## src/rtl/child_response_collector_if.sv

```systemverilog
// rtl/child_response_collector_if.sv - child-side and upstream handshake bundle for the response collector
interface child_response_collector_if #(
  parameter int NUM_CHILDREN = 5,
  parameter int DATA_W       = 8
);
  localparam int SRC_W = $clog2(NUM_CHILDREN);

  logic [NUM_CHILDREN-1:0]        in_valid;
  logic [NUM_CHILDREN*DATA_W-1:0] in_data;
  logic [NUM_CHILDREN-1:0]        in_ready;
  logic                           out_valid;
  logic [DATA_W-1:0]              out_data;
  logic [SRC_W-1:0]               out_src;
  logic                           out_ready;

  modport master (
    output in_valid, in_data, out_ready,
    input  in_ready, out_valid, out_data, out_src
  );

  modport slave (
    input  in_valid, in_data, out_ready,
    output in_ready, out_valid, out_data, out_src
  );
endinterface

```

## src/rtl/child_response_collector.sv

```systemverilog
// rtl/child_response_collector.sv - round-robin N-to-1 fan-in of child responses, source-tagged, one output register
// Optional transfer counter port word_count enabled by CHILD_RESPONSE_COLLECTOR_COUNT_EN.
module child_response_collector #(
  parameter int NUM_CHILDREN = 5,
  parameter int DATA_W       = 8
) (
  input  logic                        clk,
  input  logic                        rst,
`ifdef CHILD_RESPONSE_COLLECTOR_COUNT_EN
  output logic [15:0]                 word_count,
`endif
  child_response_collector_if.slave   bus
);
  localparam int SRC_W = $clog2(NUM_CHILDREN);
  localparam logic [SRC_W-1:0] LAST_CHILD = SRC_W'(NUM_CHILDREN - 1);

  logic [SRC_W-1:0]        rr_ptr;
  logic [SRC_W-1:0]        grant;
  logic [SRC_W-1:0]        cand;
  logic                    found;
  logic                    any_valid;
  logic                    load_ok;
  logic                    child_xfer;
  logic [NUM_CHILDREN-1:0] ready_vec;
  logic [DATA_W-1:0]       words [NUM_CHILDREN];

  logic                    out_valid_q;
  logic [DATA_W-1:0]       out_data_q;
  logic [SRC_W-1:0]        out_src_q;

  genvar gi;
  generate
    for (gi = 0; gi < NUM_CHILDREN; gi++) begin : g_words
      assign words[gi] = bus.in_data[gi*DATA_W +: DATA_W];
    end
  endgenerate

  // Walk children starting one past the last winner, wrapping at NUM_CHILDREN.
  always_comb begin
    grant = '0;
    found = 1'b0;
    cand  = rr_ptr;
    for (int k = 0; k < NUM_CHILDREN; k++) begin
      cand = (cand == LAST_CHILD) ? '0 : cand + 1'b1;
      if (!found && bus.in_valid[cand]) begin
        found = 1'b1;
        grant = cand;
      end
    end
  end

  assign any_valid  = |bus.in_valid;
  assign load_ok    = !out_valid_q || bus.out_ready;
  assign ready_vec  = (!rst && load_ok && any_valid) ? (NUM_CHILDREN'(1) << grant) : '0;
  assign child_xfer = |(bus.in_valid & ready_vec);

  always_ff @(posedge clk or posedge rst) begin
    if (rst) begin
      out_valid_q <= 1'b0;
      out_data_q  <= '0;
      out_src_q   <= '0;
      rr_ptr      <= LAST_CHILD;
    end else if (child_xfer) begin
      out_valid_q <= 1'b1;
      out_data_q  <= words[grant];
      out_src_q   <= grant;
      rr_ptr      <= grant;
    end else if (out_valid_q && bus.out_ready) begin
      out_valid_q <= 1'b0;
    end
  end

  assign bus.in_ready  = ready_vec;
  assign bus.out_valid = out_valid_q;
  assign bus.out_data  = out_data_q;
  assign bus.out_src   = out_src_q;

`ifdef CHILD_RESPONSE_COLLECTOR_COUNT_EN
  logic [15:0] word_count_q;

  always_ff @(posedge clk or posedge rst) begin
    if (rst) begin
      word_count_q <= '0;
    end else if (child_xfer && word_count_q != 16'hFFFF) begin
      word_count_q <= word_count_q + 16'd1;
    end
  end

  assign word_count = word_count_q;
`endif

endmodule

```

## src/flat_wrapper.sv

```systemverilog
// flat-port wrapper written by rule: the top's interface ports become plain ports
module child_response_collector_flat 
#(
  parameter int NUM_CHILDREN = 5,
  parameter int DATA_W       = 8
)
  (clk, rst, bus_in_valid, bus_in_data, bus_out_ready, bus_in_ready, bus_out_valid, bus_out_data, bus_out_src);
  child_response_collector_if #(.NUM_CHILDREN(NUM_CHILDREN), .DATA_W(DATA_W)) bus_i ();
  input  logic clk;
  input  logic rst;
  input wire logic [$bits(bus_i.in_valid)-1:0] bus_in_valid;
  input wire logic [$bits(bus_i.in_data)-1:0] bus_in_data;
  input wire logic [$bits(bus_i.out_ready)-1:0] bus_out_ready;
  output wire logic [$bits(bus_i.in_ready)-1:0] bus_in_ready;
  output wire logic [$bits(bus_i.out_valid)-1:0] bus_out_valid;
  output wire logic [$bits(bus_i.out_data)-1:0] bus_out_data;
  output wire logic [$bits(bus_i.out_src)-1:0] bus_out_src;
  assign bus_i.in_valid = bus_in_valid;
  assign bus_i.in_data = bus_in_data;
  assign bus_i.out_ready = bus_out_ready;
  assign bus_in_ready = bus_i.in_ready;
  assign bus_out_valid = bus_i.out_valid;
  assign bus_out_data = bus_i.out_data;
  assign bus_out_src = bus_i.out_src;
  child_response_collector #(.NUM_CHILDREN(NUM_CHILDREN), .DATA_W(DATA_W)) u_core (.clk(clk), .rst(rst), .bus(bus_i));
endmodule
```

## config.mk

```make
export PLATFORM = sky130hd
export DESIGN_NAME = child_response_collector_flat
export DESIGN_NICKNAME = d
export VERILOG_FILES = /design/src/rtl/child_response_collector_if.sv /design/src/rtl/child_response_collector.sv /design/src/flat_wrapper.sv
export SDC_FILE = /design/constraint.sdc
export NUM_CORES = 1
export LEC_CHECK = 0
export BUFFER_PORTS_ARGS = -buffer_cell sky130_fd_sc_hd__clkbuf_2
export CAP_MARGIN = 10
export CORE_MARGIN = 2
export CORE_UTILIZATION = 48
export DETAILED_ROUTE_END_ITERATION = 12
export PLACE_DENSITY = 0.74
export SYNTH_ARGS = -nofsm -noshare
export SYNTH_HDL_FRONTEND = slang
export SYNTH_SLANG_ARGS = --single-unit
```

## constraint.sdc

```tcl
create_clock -name clk -period 4.62 [get_ports clk]
set_input_delay 0.462 -clock clk [delete_from_list [all_inputs] [get_ports clk]]
set_output_delay 0.462 -clock clk [all_outputs]
set_load 0.01 [all_outputs]
```

==> results of run 1 <==
[worst register-to-register path, stage by stage (launching register included)]
cell and delay (ns):
dfrtp_1 0.38, inv_1 0.08, ha_4 0.27, a21boi_4 0.22
ha_4 0.23, nor2b_1 0.12, a31o_2 0.26, ha_4 0.27
or2_2 0.28, a221oi_2 0.20, a211oi_2 0.08, o221a_2 0.30
o221ai_1 0.25, o211ai_1 0.23, o31a_1 0.36, buf_4 0.17
o22ai_1 0.17, nor2_1 0.09, o31ai_1 0.24
[what timing repair did]
item / in CTS / in global routing
endpoints found under the setup margin: 4 / 18
setup buffers: 1 / 8
pin swaps: 1 / 22
hold buffers: 0 / 0
endpoints found under the hold margin: 0 / 0
gates resized for setup: 12 / 33
[registers in the layout (all words and copies together), names as in the netlist]
| name | flops |
|---|---|
| u_core.bus.out_valid | 1 |
| u_core.bus.out_data | 8 |
| u_core.rr_ptr | 1 |
| u_core.bus.out_src | 3 |
[final cells by class]
class / count / area [µm²]
multi-input combinational: 222 / 1892
fill: 341 / 1401
sequential: 13 / 326.6
timing repair buffer: 93 / 549.3
clock buffer: 4 / 45.04
inverter: 20 / 75.07
tap: 52 / 65.06
[stage by stage]
stage / instances / cell area, µm² / setup TNS [ns]
after global routing: 404 / 2953 / -0.1081
after CTS: 396 / 2706 / 0
after global placement: 391 / 2606 / 0
final: 404 / 2953 / 0
after floorplan: 272 / 2171 / 0
after detailed placement: 391 / 2606 / -0.003983
[cell usage in the layout, fill, tap and decap left out, types with 5 or more instances in the layout]
| master | instances |
|---|---|
| clkbuf_2 | 63 |
| buf_4 | 26 |
| nand2_1 | 20 |
| inv_1 | 17 |
| o22ai_1 | 17 |
| nor2_1 | 14 |
| dfrtp_1 | 12 |
| mux2i_1 | 10 |
| a22o_1 | 9 |
| nor2b_1 | 8 |
| a21oi_1 | 8 |
| a221o_1 | 8 |
| nand2b_1 | 7 |
| o21ai_1 | 7 |
| nand3_1 | 5 |
| o21ai_0 | 5 |
[path summary, 6_finish.rpt]
path | start | endpoint | slack, ns | cells past startpoint
max | u_core.bus.out_src[1]$_DFFE_PP0P_ | bus_in_ready[0] | 0.09 | 19
min | rst | u_core.bus.out_src[1]$_DFFE_PP0P_ | 0.23 | 2
max in group asynchronous | rst | u_core.rr_ptr[2]$_DFFE_PP1P_ | 4.04 | 2
min in group clk | u_core.bus.out_src[2]$_DFFE_PP0P_ | u_core.bus.out_src[2]$_DFFE_PP0P_ | 0.48 | 2
min reg2reg | u_core.bus.out_src[2]$_DFFE_PP0P_ | u_core.bus.out_src[2]$_DFFE_PP0P_ | 0.48 | 2
max reg2reg | u_core.bus.out_src[1]$_DFFE_PP0P_ | u_core.bus.out_data[5]$_DFFE_PP0P_ | 0.32 | 18
[routing by layer]
| metal | wire length (µm) | share of wire, % |
|---|---|---|
| met4 | 77 | 1.1 |
| met2 | 3293 | 48 |
| met3 | 549 | 7.9 |
| met1 | 3009 | 43 |
| met5 | 0 | 0 |
[cells by family after synthesis]
logic type / count (synthesis) / synth area share (%)
simple gates: 85 / 21.07
compound gates: 120 / 47.13
xor+xnor: 1 / 0.4063
buf+inv: 37 / 8.125
mux: 10 / 4.643
fa+ha+maj: 6 / 3.482
flops: 13 / 15.15
==> metrics.md, run 1 <==
| Metric | Value |
|---|---|
| GR Util met2 | `40.81%` |
| Max frequency | `0.2209 GHz` |
| Headroom to the max-slew limit | `40.98%` |
| Routability congestion estimate | `0.8787` |
| Asr flop ratio synth | `100.0%` |
| Antenna cells | `0` |
| Status | `finished, final reports clean` |
| Root Driver | `clkbuf_8` |
| Final period utilization | `97.98%` |
| Port-buffer cells | `64` |
| Initial drt markers | `160` |
| FP Rows | `24` |
| Critical path class | `reg -> out` |
| Initial DRT Pass Iterations | `5` |
| Clk slew on worst S/H paths | `0.05 ns` |
| CTS max path bufs | `2` |
| CP top delay family | `compound AO/OA/AOI/OAI gates` |
| CTS Buf Count | `3` |
| Area delta synth->final | `36.97%` |
| Buffers and inverters on the worst path | `5` |
| DRC | `0` |
| Post-synth top cells | `nand2_1 (21), inv_1 (18), o22ai_1 (17)` |
| Top post-synthesis cells by area | `dfrtp_1 (14%), o22ai_1 (4.9%), mux2i_1 (4.6%)` |
| Cell with the most instances after synthesis | `nand2_1` |
| Core box area | `0.004354 mm²` |
| Die height | `71.02 µm` |
| Vias per inst | `6.438` |
| IO Count | `65` |
| Overall routed net length | `6.929 mm` |
| Initial antenna violation count | `0` |
| Vias in the first global route | `2335` |
| Wire per inst | `17.15 µm` |
| CTS tree | `done` |
| Critical Path AT | `4.06 ns` |
| Max Transition Viols Final | `0` |
| Net count, final | `407` |
| Slowest cell on the critical path | `a221oi_2` |
| Finished Core Util | `67.82%` |
| Mapped Area | `0.002156 mm²` |
| Min Tclk post-route | `4.527 ns` |
| Largest net degree at the start of global routing | `23` |
| Via count | `2601` |
| WHS | `0.2299 ns` |
| Crit-path cells | `inv_1, ha_4, a21boi_4, inv_1, ha_4, o21ai_4, a22o_4, buf_6, inv_2, ha_2, a31o_2, o211a_4, nor2_4, nor3_1, a221oi_2, o22a_1, nand2_2, nor4b_2, buf_2` |
| Share of the synthesized area in the top cell type | `13.93%` |
| Met1 GRT Util | `36.67%` |
| First-pass GRT wire length | `10.71 mm` |
| Seq/Total Area, Yosys | `15.15%` |
| Clock insertion delay at the later pin of the skew report | `0.24 ns` |
| Yosys reg bits | `13` |
| Met3 usage | `2.991%` |
| H-tree levels | `1` |
| Clock Skews | `0.001421 ns` |
| Worst EP required | `4.16 ns` |
| Setup violations, final | `0` |
| Total track usage | `25.41%` |
| Syn_area_per_cell | `7.926 µm²` |
| Worst min path class | `in -> async` |
| Setup slack after layout | `0.09313 ns` |
| Top Usage Layer GRT | `met2` |
| Synth unique cells | `73` |
| Post-synth top flop | `dfrtp_1` |
| Startpoint types | `flop` |
| Final ANT Viol Nets | `0` |
| Syn. warnings | `0` |
| Initial core utilization | `49.51%` |
| Syn nets | `326` |
| Worst Tran Pin Value | `0.8801 ns` |
| Max incr delay on CP | `0.41 ns` |
| # clock sinks | `13` |
| Grt ovf | `0` |
| Number of flops mapped to enable cells by yosys | `0` |
| Cells after Synth | `272` |
| Crit path max fanout | `6` |
| HPWL Detailed | `5.142 mm` |
| Fin. Hold Viols | `0` |
| Setup crit end kind | `primary output` |
| Die width | `71.02 µm` |
| Number of max-cap violations | `0` |
| Most area-hungry cell type in the Yosys netlist | `dfrtp_1` |
| Layout cell share with drive strength beyond 1 | `42.90%` |
| Worst slack, placed | `-0.003983 ns` |
| Die area | `0.005043 mm²` |
Power of run 1 is left out: the tool's default activity adds up to more than one toggle a clock period on the data nets, which glitch-free logic cannot reach.
==> inputs of run 2 (changes only) <==
--- a/config.mk
+++ b/config.mk
@@ -8,7 +8,7 @@
 export BUFFER_PORTS_ARGS = -buffer_cell sky130_fd_sc_hd__clkbuf_2
 export CAP_MARGIN = 10
 export CORE_MARGIN = 2
-export CORE_UTILIZATION = 48
+export CORE_UTILIZATION = 50
 export DETAILED_ROUTE_END_ITERATION = 12
 export PLACE_DENSITY = 0.74
 export SYNTH_ARGS = -nofsm -noshare
==> constraint.sdc (replaced) <==
create_clock -name clk -period 5.35 [get_ports clk]
set_input_delay 0.535 -clock clk [delete_from_list [all_inputs] [get_ports clk]]
set_output_delay 0.535 -clock clk [all_outputs]
set_load 0.01 [all_outputs]
==> run 2 against run 1 <==
- global-route usage is 1.0 points higher
- register-to-register slack better by 0.24 ns
- core utilization is 3.8 points lower
- non-clock buffer count is 19 lower
- die area is 3.8% lower
- wire length is 5.1% lower
- count of clock-buffer cells in the layout is 1 lower
==> metrics.md, run 2 (synthesis results as in run 1) <==
| Metric | Value |
|---|---|
| Status | `finished, final reports clean` |
| Post-CTS Hold Fix Bufs | `0 (unchanged)` |
| WP depth | `18 (-1)` |
| Max Transition Viols Final | `0 (unchanged)` |
| Most frequent cells in the layout | `clkbuf_2 (64), nand2_1 (21), inv_1 (18)` |
| FP Rows | `23 (-4.2%)` |
| Setup crit end kind | `primary output` |
| Reg2reg start | `u_core.bus.out_src[1]$_DFFE_PP0P_` |
| Metal1 wirelength | `3.087 mm (+2.6%)` |
| Max reg flops | `8 (unchanged)` |
| Buffers and inverters on the worst path | `3 (-2)` |
| Total negative slack | `0 ns (unchanged)` |
| Initial antenna violation count | `0 (unchanged)` |
| Vias in the first global route | `2261 (-3.2%)` |
| RSZ-0062 raised after global routing | `false` |
| Crit path max fanout | `8 (+2)` |
| Overall routed net length | `6.575 mm (-5.1%)` |
| Setup violations, final | `0 (unchanged)` |
| Clk slew on worst S/H paths | `0.05 ns (about the same)` |
| CTS max path bufs | `2 (unchanged)` |
| Clock Skews | `0.001315 ns (-0.0001060 ns)` |
| R2r setup slk | `0.56 ns (+0.24 ns)` |
| Reg-to-Reg End | `u_core.bus.out_src[1]$_DFFE_PP0P_` |
| Via count | `2481 (-4.6%)` |
| Clock insertion delay at the later pin of the skew report | `0.24 ns (about the same)` |
| Number of max-cap violations | `0 (unchanged)` |
| Fin. Hold Viols | `0 (unchanged)` |
| H-tree levels | `1 (unchanged)` |
| Met3 wire len | `562 µm (+2.4%)` |
| Core box area | `0.004086 mm² (-6.1%)` |
| Die height | `69.67 µm (-1.9%)` |
| IO Count | `65 (unchanged)` |
| Final period utilization | `95.17%` |
| Layout cell share with drive strength beyond 1 | `33.03% (-9.9 points)` |
| CTS Buf Count | `3 (unchanged)` |
| Top Layer Used | `met4` |
| Most common cell after layout, fill and taps aside | `clkbuf_2` |
| Largest net degree at the start of global routing | `22 (-4.3%)` |
| Area delta synth->final | `21.30%` |
| Wire per inst | `17.17 µm (about the same)` |
| CTS tree | `done` |
| Crit-path cells | `inv_1, ha_4, a21boi_2, inv_1, ha_1, o21ai_2, a22o_4, ha_2, or2_2, a221oi_1, a211oi_1, o221a_2, a211oi_1, o221a_2, o22ai_2, or2_2, a21oi_1, clkbuf_2` |
| Worst min path class | `in -> async` |
| Headroom to the max-slew limit | `45.35% (+4.4 points)` |
| Critical path class | `reg -> out` |
| Port-buffer cells | `64 (unchanged)` |
| Startpoint types | `flop` |
| Total track usage | `26.44% (+1.0 points)` |
| Worst Tran Pin Value | `0.8149 ns (-0.06517 ns)` |
| Die width | `69.67 µm (-1.9%)` |
| Antenna cells | `0 (unchanged)` |
| Grt ovf | `0 (unchanged)` |
| FILL cells | `391 (+15%)` |
| DRC | `0 (unchanged)` |
| Initial core utilization | `52.76% (+3.2 points)` |
| R2R cell count | `18 (unchanged)` |
| Critical Path AT | `4.56 ns (+0.50 ns)` |
| HPWL Detailed | `5.118 mm (-0.46%)` |
| CP top delay family | `compound AO/OA/AOI/OAI gates` |
| Net count, final | `388 (-4.7%)` |
| Min Tclk post-route | `5.091 ns` |
| Initial DRT Pass Iterations | `4 (-1)` |
| Final ANT Viol Nets | `0 (unchanged)` |
| Root Driver | `clkbuf_8` |
| WL met2 | `2.876 mm (-13%)` |
| Max frequency | `0.1964 GHz` |
| WHS | `0.3074 ns (+0.07750 ns)` |
| Slowest cell on the critical path | `dfrtp_2` |
| Die area | `0.004853 mm² (-3.8%)` |
| Initial drt markers | `192 (+20%)` |
| Max incr delay on CP | `0.42 ns (about the same)` |
| First-pass GRT wire length | `10.74 mm (+0.33%)` |
| Routability congestion estimate | `0.9777 (+11%)` |
| Vias per inst | `6.478 (+0.62%)` |
| # clock sinks | `13 (unchanged)` |
| Worst EP required | `4.82 ns (+0.66 ns)` |
[run 2: cell types whose count changed in the layout (fill, tap and decap cells not counted), moves of 2 or more]
cell	before	now
buf_4	26	10
a21oi_1	8	12
a21oi_2	4	0
buf_6	3	0
ha_1	1	4
ha_4	4	1
a211oi_1	4	6
a211oi_2	3	1
a21boi_4	2	0
nor2_1	14	16
o211a_1	1	3
o211a_4	2	0
o21ai_1	7	9
[run 2: how the worst max path moves through the flow]
| stage | slack (ns) | start | end |
|---|---|---|---|
| CTS | 0.03 | u_core.bus.out_src[1]$_DFFE_PP0P_ | bus_in_ready[0] |
| global placement | 0.48 | u_core.bus.out_src[1]$_DFFE_PP0P_ | bus_in_ready[2] |
| global route | 0.04 | u_core.bus.out_src[1]$_DFFE_PP0P_ | bus_in_ready[2] |
| finish | 0.26 | u_core.bus.out_src[1]$_DFFE_PP0P_ | bus_in_ready[2] |
| detailed placement | 0.30 | u_core.bus.out_src[1]$_DFFE_PP0P_ | bus_in_ready[0] |
| floorplan | 0.61 | u_core.bus.out_src[0]$_DFFE_PP0P_ | bus_in_ready[2] |
[run 2: stage by stage]
| stage | utilization (%) | instances | setup slack [ns] | instance area, µm² |
|---|---|---|---|---|
| final | 63.99 | 383 | 0.2586 | 2615 |
| after global placement | 61.51 | 379 | 0.4799 | 2514 |
| after detailed placement | 61.51 | 379 | 0.3010 | 2514 |
| after floorplan | - | 272 | 0.6144 | 2156 |
| after global routing | 63.99 | 383 | 0.03735 | 2615 |
| after CTS | 62.65 | 383 | 0.03458 | 2560 |
[run 2: final cells by class]
class	count	area, µm²	area share (%)
sequential	13	327.8	12.54
clock buffer	3	41.29	1.579
tap	50	62.56	2.392
inverter	20	75.07	2.871
multi-input combinational	222	1708	65.31
clock inverter	1	5.005	0.1914
timing repair buffer	74	395.4	15.12
[run 2: routing by layer]
| layer | vias to the layer above | global-route usage, % |
|---|---|---|
| li1 | 1186 | - |
| met1 | 1158 | 40.34 |
| met2 | 131 | 40.60 |
| met3 | 6 | 3.198 |
| met4 | 0 | 4.060 |
| met5 | - | 0 |
[run 2: worst reg2reg max path: cells and delay by family (launching register included)]
| kind | cells | cell delay [ns] |
|---|---|---|
| AND/OR/NAND/NOR | 2 | 0.50 |
| buffers and inverters | 3 | 0.43 |
| flip-flops | 1 | 0.42 |
| AO/OA/AOI/OAI | 10 | 2.44 |
| adder cells (fa/ha/maj) | 3 | 0.88 |
[run 2: repair_timing]
action / 4_1_cts / 5_1_grt
setup buffers: 0 / 0
resized for setup: 0 / 9
endpoints found under the setup margin: 0 / 7
Power of run 2 is left out for the same reason.
==> inputs of run 3 (changes only) <==
--- a/config.mk
+++ b/config.mk
@@ -5,12 +5,12 @@
 export SDC_FILE = /design/constraint.sdc
 export NUM_CORES = 1
 export LEC_CHECK = 0
+export ABC_AREA = 1
 export BUFFER_PORTS_ARGS = -buffer_cell sky130_fd_sc_hd__clkbuf_2
 export CAP_MARGIN = 10
-export CORE_MARGIN = 2
 export CORE_UTILIZATION = 50
 export DETAILED_ROUTE_END_ITERATION = 12
-export PLACE_DENSITY = 0.74
+export PLACE_DENSITY = 0.76
 export SYNTH_ARGS = -nofsm -noshare
 export SYNTH_HDL_FRONTEND = slang
 export SYNTH_SLANG_ARGS = --single-unit
==> run 3 against run 2 <==
- final cell count up 12%
- register-to-register slack better by 0.63 ns
- first-iteration DRC count fell by 4.2%
- flip-flop and latch count is the same
- non-clock buffer count fell by 10
- final area fell by 17%
- via count down 14%
- fmax increased by 13%
- core utilization fell by 0.37 points
- sequential share of layout area rose by 2.5 points
- critical endpoint unchanged
==> metrics.md, run 3 <==
| Metric | Value |
|---|---|
| Clock Skews | `0.003217 ns (+0.001902 ns)` |
| Initial antenna violation count | `0 (unchanged)` |
| Net count, final | `437 (+13%)` |
| Worst Tran Pin Value | `0.4781 ns (-0.3368 ns)` |
| Share of the synthesized area in the top cell type | `28.41% (+14 points)` |
| Most common cell after layout, fill and taps aside | `nand2_1` |
| Most area-hungry cell type in the Yosys netlist | `nand2_1` |
| Cell with the most instances after synthesis | `nand2_1` |
| Max reg flops | `8 (unchanged)` |
| Asr flop ratio synth | `100.0% (unchanged)` |
| Antenna cells | `0 (unchanged)` |
| Initial core utilization | `53.77% (+1.0 points)` |
| Port-buffer cells | `64 (unchanged)` |
| CP dominant cell by count | `nand2_1` |
| Initial DRT Pass Iterations | `4 (unchanged)` |
| Via count | `2128 (-14%)` |
| Wire per inst | `10.78 µm (-37%)` |
| Most frequent cells in the layout | `nand2_1 (139), clkbuf_2 (64), nand3_1 (51)` |
| Core box area | `0.003416 mm² (-16%)` |
| Number of flops mapped to enable cells by yosys | `0 (unchanged)` |
| Vias per inst | `4.972 (-23%)` |
| Crit-path cells | `inv_1, ha_1, nand2_1, ha_1, nand4_2, nand2_4, inv_2, ha_1, inv_1, nand3_1, nand2_2, inv_2, nand2_2, nand2_1, inv_2, nand2_1, nand2_1, inv_2, nor2_4, nand2_2, nand3_1, nand2_1, nor3_1, clkbuf_2` |
| Postcts setup bufs | `0 (unchanged)` |
| Worst min path class | `in -> async` |
| Startpoint types | `flop` |
| FILL cells | `346 (-12%)` |
| Max Transition Viols Final | `0 (unchanged)` |
| FP Rows | `21 (-8.7%)` |
| # clock sinks | `13 (unchanged)` |
| Number of max-cap violations | `0 (unchanged)` |
| Crit path max fanout | `14 (+6)` |
| Clk slew on worst S/H paths | `0.07 ns (+0.02 ns)` |
| Worst EP required | `4.82 ns (about the same)` |
| Grt ovf | `0 (unchanged)` |
| Die area | `0.003920 mm² (-19%)` |
| Routability congestion estimate | `0.9977 (+2.0%)` |
| Setup crit end kind | `primary output` |
| Post-CTS Hold Fix Bufs | `0 (unchanged)` |
| Die height | `62.61 µm (-10%)` |
| Max incr delay on CP | `0.47 ns (+0.05 ns)` |
| Syn nets | `377 (+16%)` |
| Vias in the first global route | `1746 (-23%)` |
| CTS tree | `done` |
| Syn. warnings | `0 (unchanged)` |
| Yosys reg bits | `13 (unchanged)` |
| Area delta synth->final | `18.32%` |
| Mapped Area | `0.001837 mm² (-15%)` |
| Critical Path AT | `3.98 ns (-0.58 ns)` |
| Total track usage | `23.64% (-2.8 points)` |
| Clock insertion delay at the later pin of the skew report | `0.26 ns (+0.02 ns)` |
| Overall routed net length | `4.612 mm (-30%)` |
| Max frequency | `0.2216 GHz (+13%)` |
| Headroom to the max-slew limit | `68.09% (+23 points)` |
| IO Count | `65 (unchanged)` |
| Root Driver | `clkbuf_4` |
| Post-synth top flop | `dfrtp_1` |
| Final period utilization | `84.34% (-11 points)` |
| Largest net degree at the start of global routing | `20 (-9.1%)` |
| Final ANT Viol Nets | `0 (unchanged)` |
| Post-synth top cells | `nand2_1 (139), nand3_1 (51), inv_1 (27)` |
| Syn_area_per_cell | `5.687 µm² (-28%)` |
| Initial drt markers | `184 (-4.2%)` |
| Seq/Total Area, Yosys | `17.78% (+2.6 points)` |
| DRC | `0 (unchanged)` |
| First-pass GRT wire length | `7.755 mm (-28%)` |
| HPWL Detailed | `3.812 mm (-26%)` |
| Slowest cell on the critical path | `dfrtp_1` |
| Fin. Hold Viols | `0 (unchanged)` |
| PostCTS Resize Cnt | `0 (unchanged)` |
| RSZ-0062 raised after global routing | `false` |
| Synth unique cells | `28 (-62%)` |
| Die width | `62.61 µm (-10%)` |
| Setup violations, final | `0 (unchanged)` |
| Status | `finished, final reports clean` |
| CTS max path bufs | `2 (unchanged)` |
| Layout cell share with drive strength beyond 1 | `28.27% (-4.8 points)` |
| Cells after Synth | `323 (+19%)` |
| H-tree levels | `1 (unchanged)` |
| Total negative slack | `0 ns (unchanged)` |
| CTS Buf Count | `3 (unchanged)` |
| Top post-synthesis cells by area | `nand2_1 (28%), dfrtp_1 (16%), nand3_1 (14%)` |
| Min Tclk post-route | `4.512 ns (-0.5792 ns)` |
| Critical path class | `reg -> out` |
run 3: metal layers:
metal / global-route usage [%] / vias to the layer above / share of wire [%]
li1: - / 1143 / -
met1: 37.57 / 910 / 50
met2: 33.97 / 73 / 44
met3: 2.372 / 2 / 6.7
met4: 4.360 / 0 / 0.22
met5: 0 / - / 0
run 3: cell type report:
class	count	area, µm²	area share, %
Multi-Input combinational cell	265	1308	60.16
Sequential cell	13	326.6	15.03
Timing Repair Buffer	64	320.3	14.74
Inverter	36	135.1	6.218
Tap cell	46	57.56	2.648
Clock buffer	4	26.28	1.209
run 3: logic make-up (layout without fill, tap and decap cells):
kind of cell | Yosys count | after routing | share of synthesized area, %
AO/OA/AOI/OAI | 15 | 15 | 4.973
adder cells (fa/ha/maj) | 6 | 6 | 4.087
AND/OR/NAND/NOR | 244 | 244 | 62.13
flip-flops | 13 | 13 | 17.78
buffers and inverters | 45 | 104 | 11.04
run 3: path summary, 6_finish.rpt:
| path | startpoint | endpoint | slack [ns] | depth (start not counted) |
|---|---|---|---|---|
| max reg2reg | u_core.bus.out_src[0]$_DFFE_PP0P_ | u_core.bus.out_data[7]$_DFFE_PP0P_ | 1.19 | 28 |
| min | rst | u_core.bus.out_valid$_DFFE_PP0P_ | 0.27 | 2 |
| min in group clk | u_core.bus.out_src[2]$_DFFE_PP0P_ | u_core.bus.out_src[2]$_DFFE_PP0P_ | 0.51 | 2 |
| max in group asynchronous | rst | u_core.rr_ptr[2]$_DFFE_PP1P_ | 4.73 | 2 |
| min reg2reg | u_core.bus.out_src[2]$_DFFE_PP0P_ | u_core.bus.out_src[2]$_DFFE_PP0P_ | 0.51 | 2 |
| max | u_core.bus.out_src[0]$_DFFE_PP0P_ | bus_in_ready[2] | 0.84 | 24 |
run 3: critical path: cells and delay by family, from the launching register on:
kind	cells	cell delay, ns
adder cells (fa/ha/maj)	3	0.72
buffers and inverters	7	0.60
flip-flops	1	0.47
AND/OR/NAND/NOR	14	1.92
run 3: per-stage QoR:
step | hold slack (ns) | util [%] | instances | worst slack [ns] | area, µm²
floorplan | 0.4112 | - | 323 | 1.552 | 1837
global placement | 0.4853 | 62.86 | 424 | 1.190 | 2147
detailed placement | 0.5038 | 62.86 | 424 | 1.175 | 2147
CTS | 0.2872 | 63.63 | 428 | 0.8743 | 2173
global route | 0.3005 | 63.63 | 428 | 0.4766 | 2173
finish | 0.2736 | 63.63 | 428 | 0.8378 | 2173
Power of run 3 is left out for the same reason.
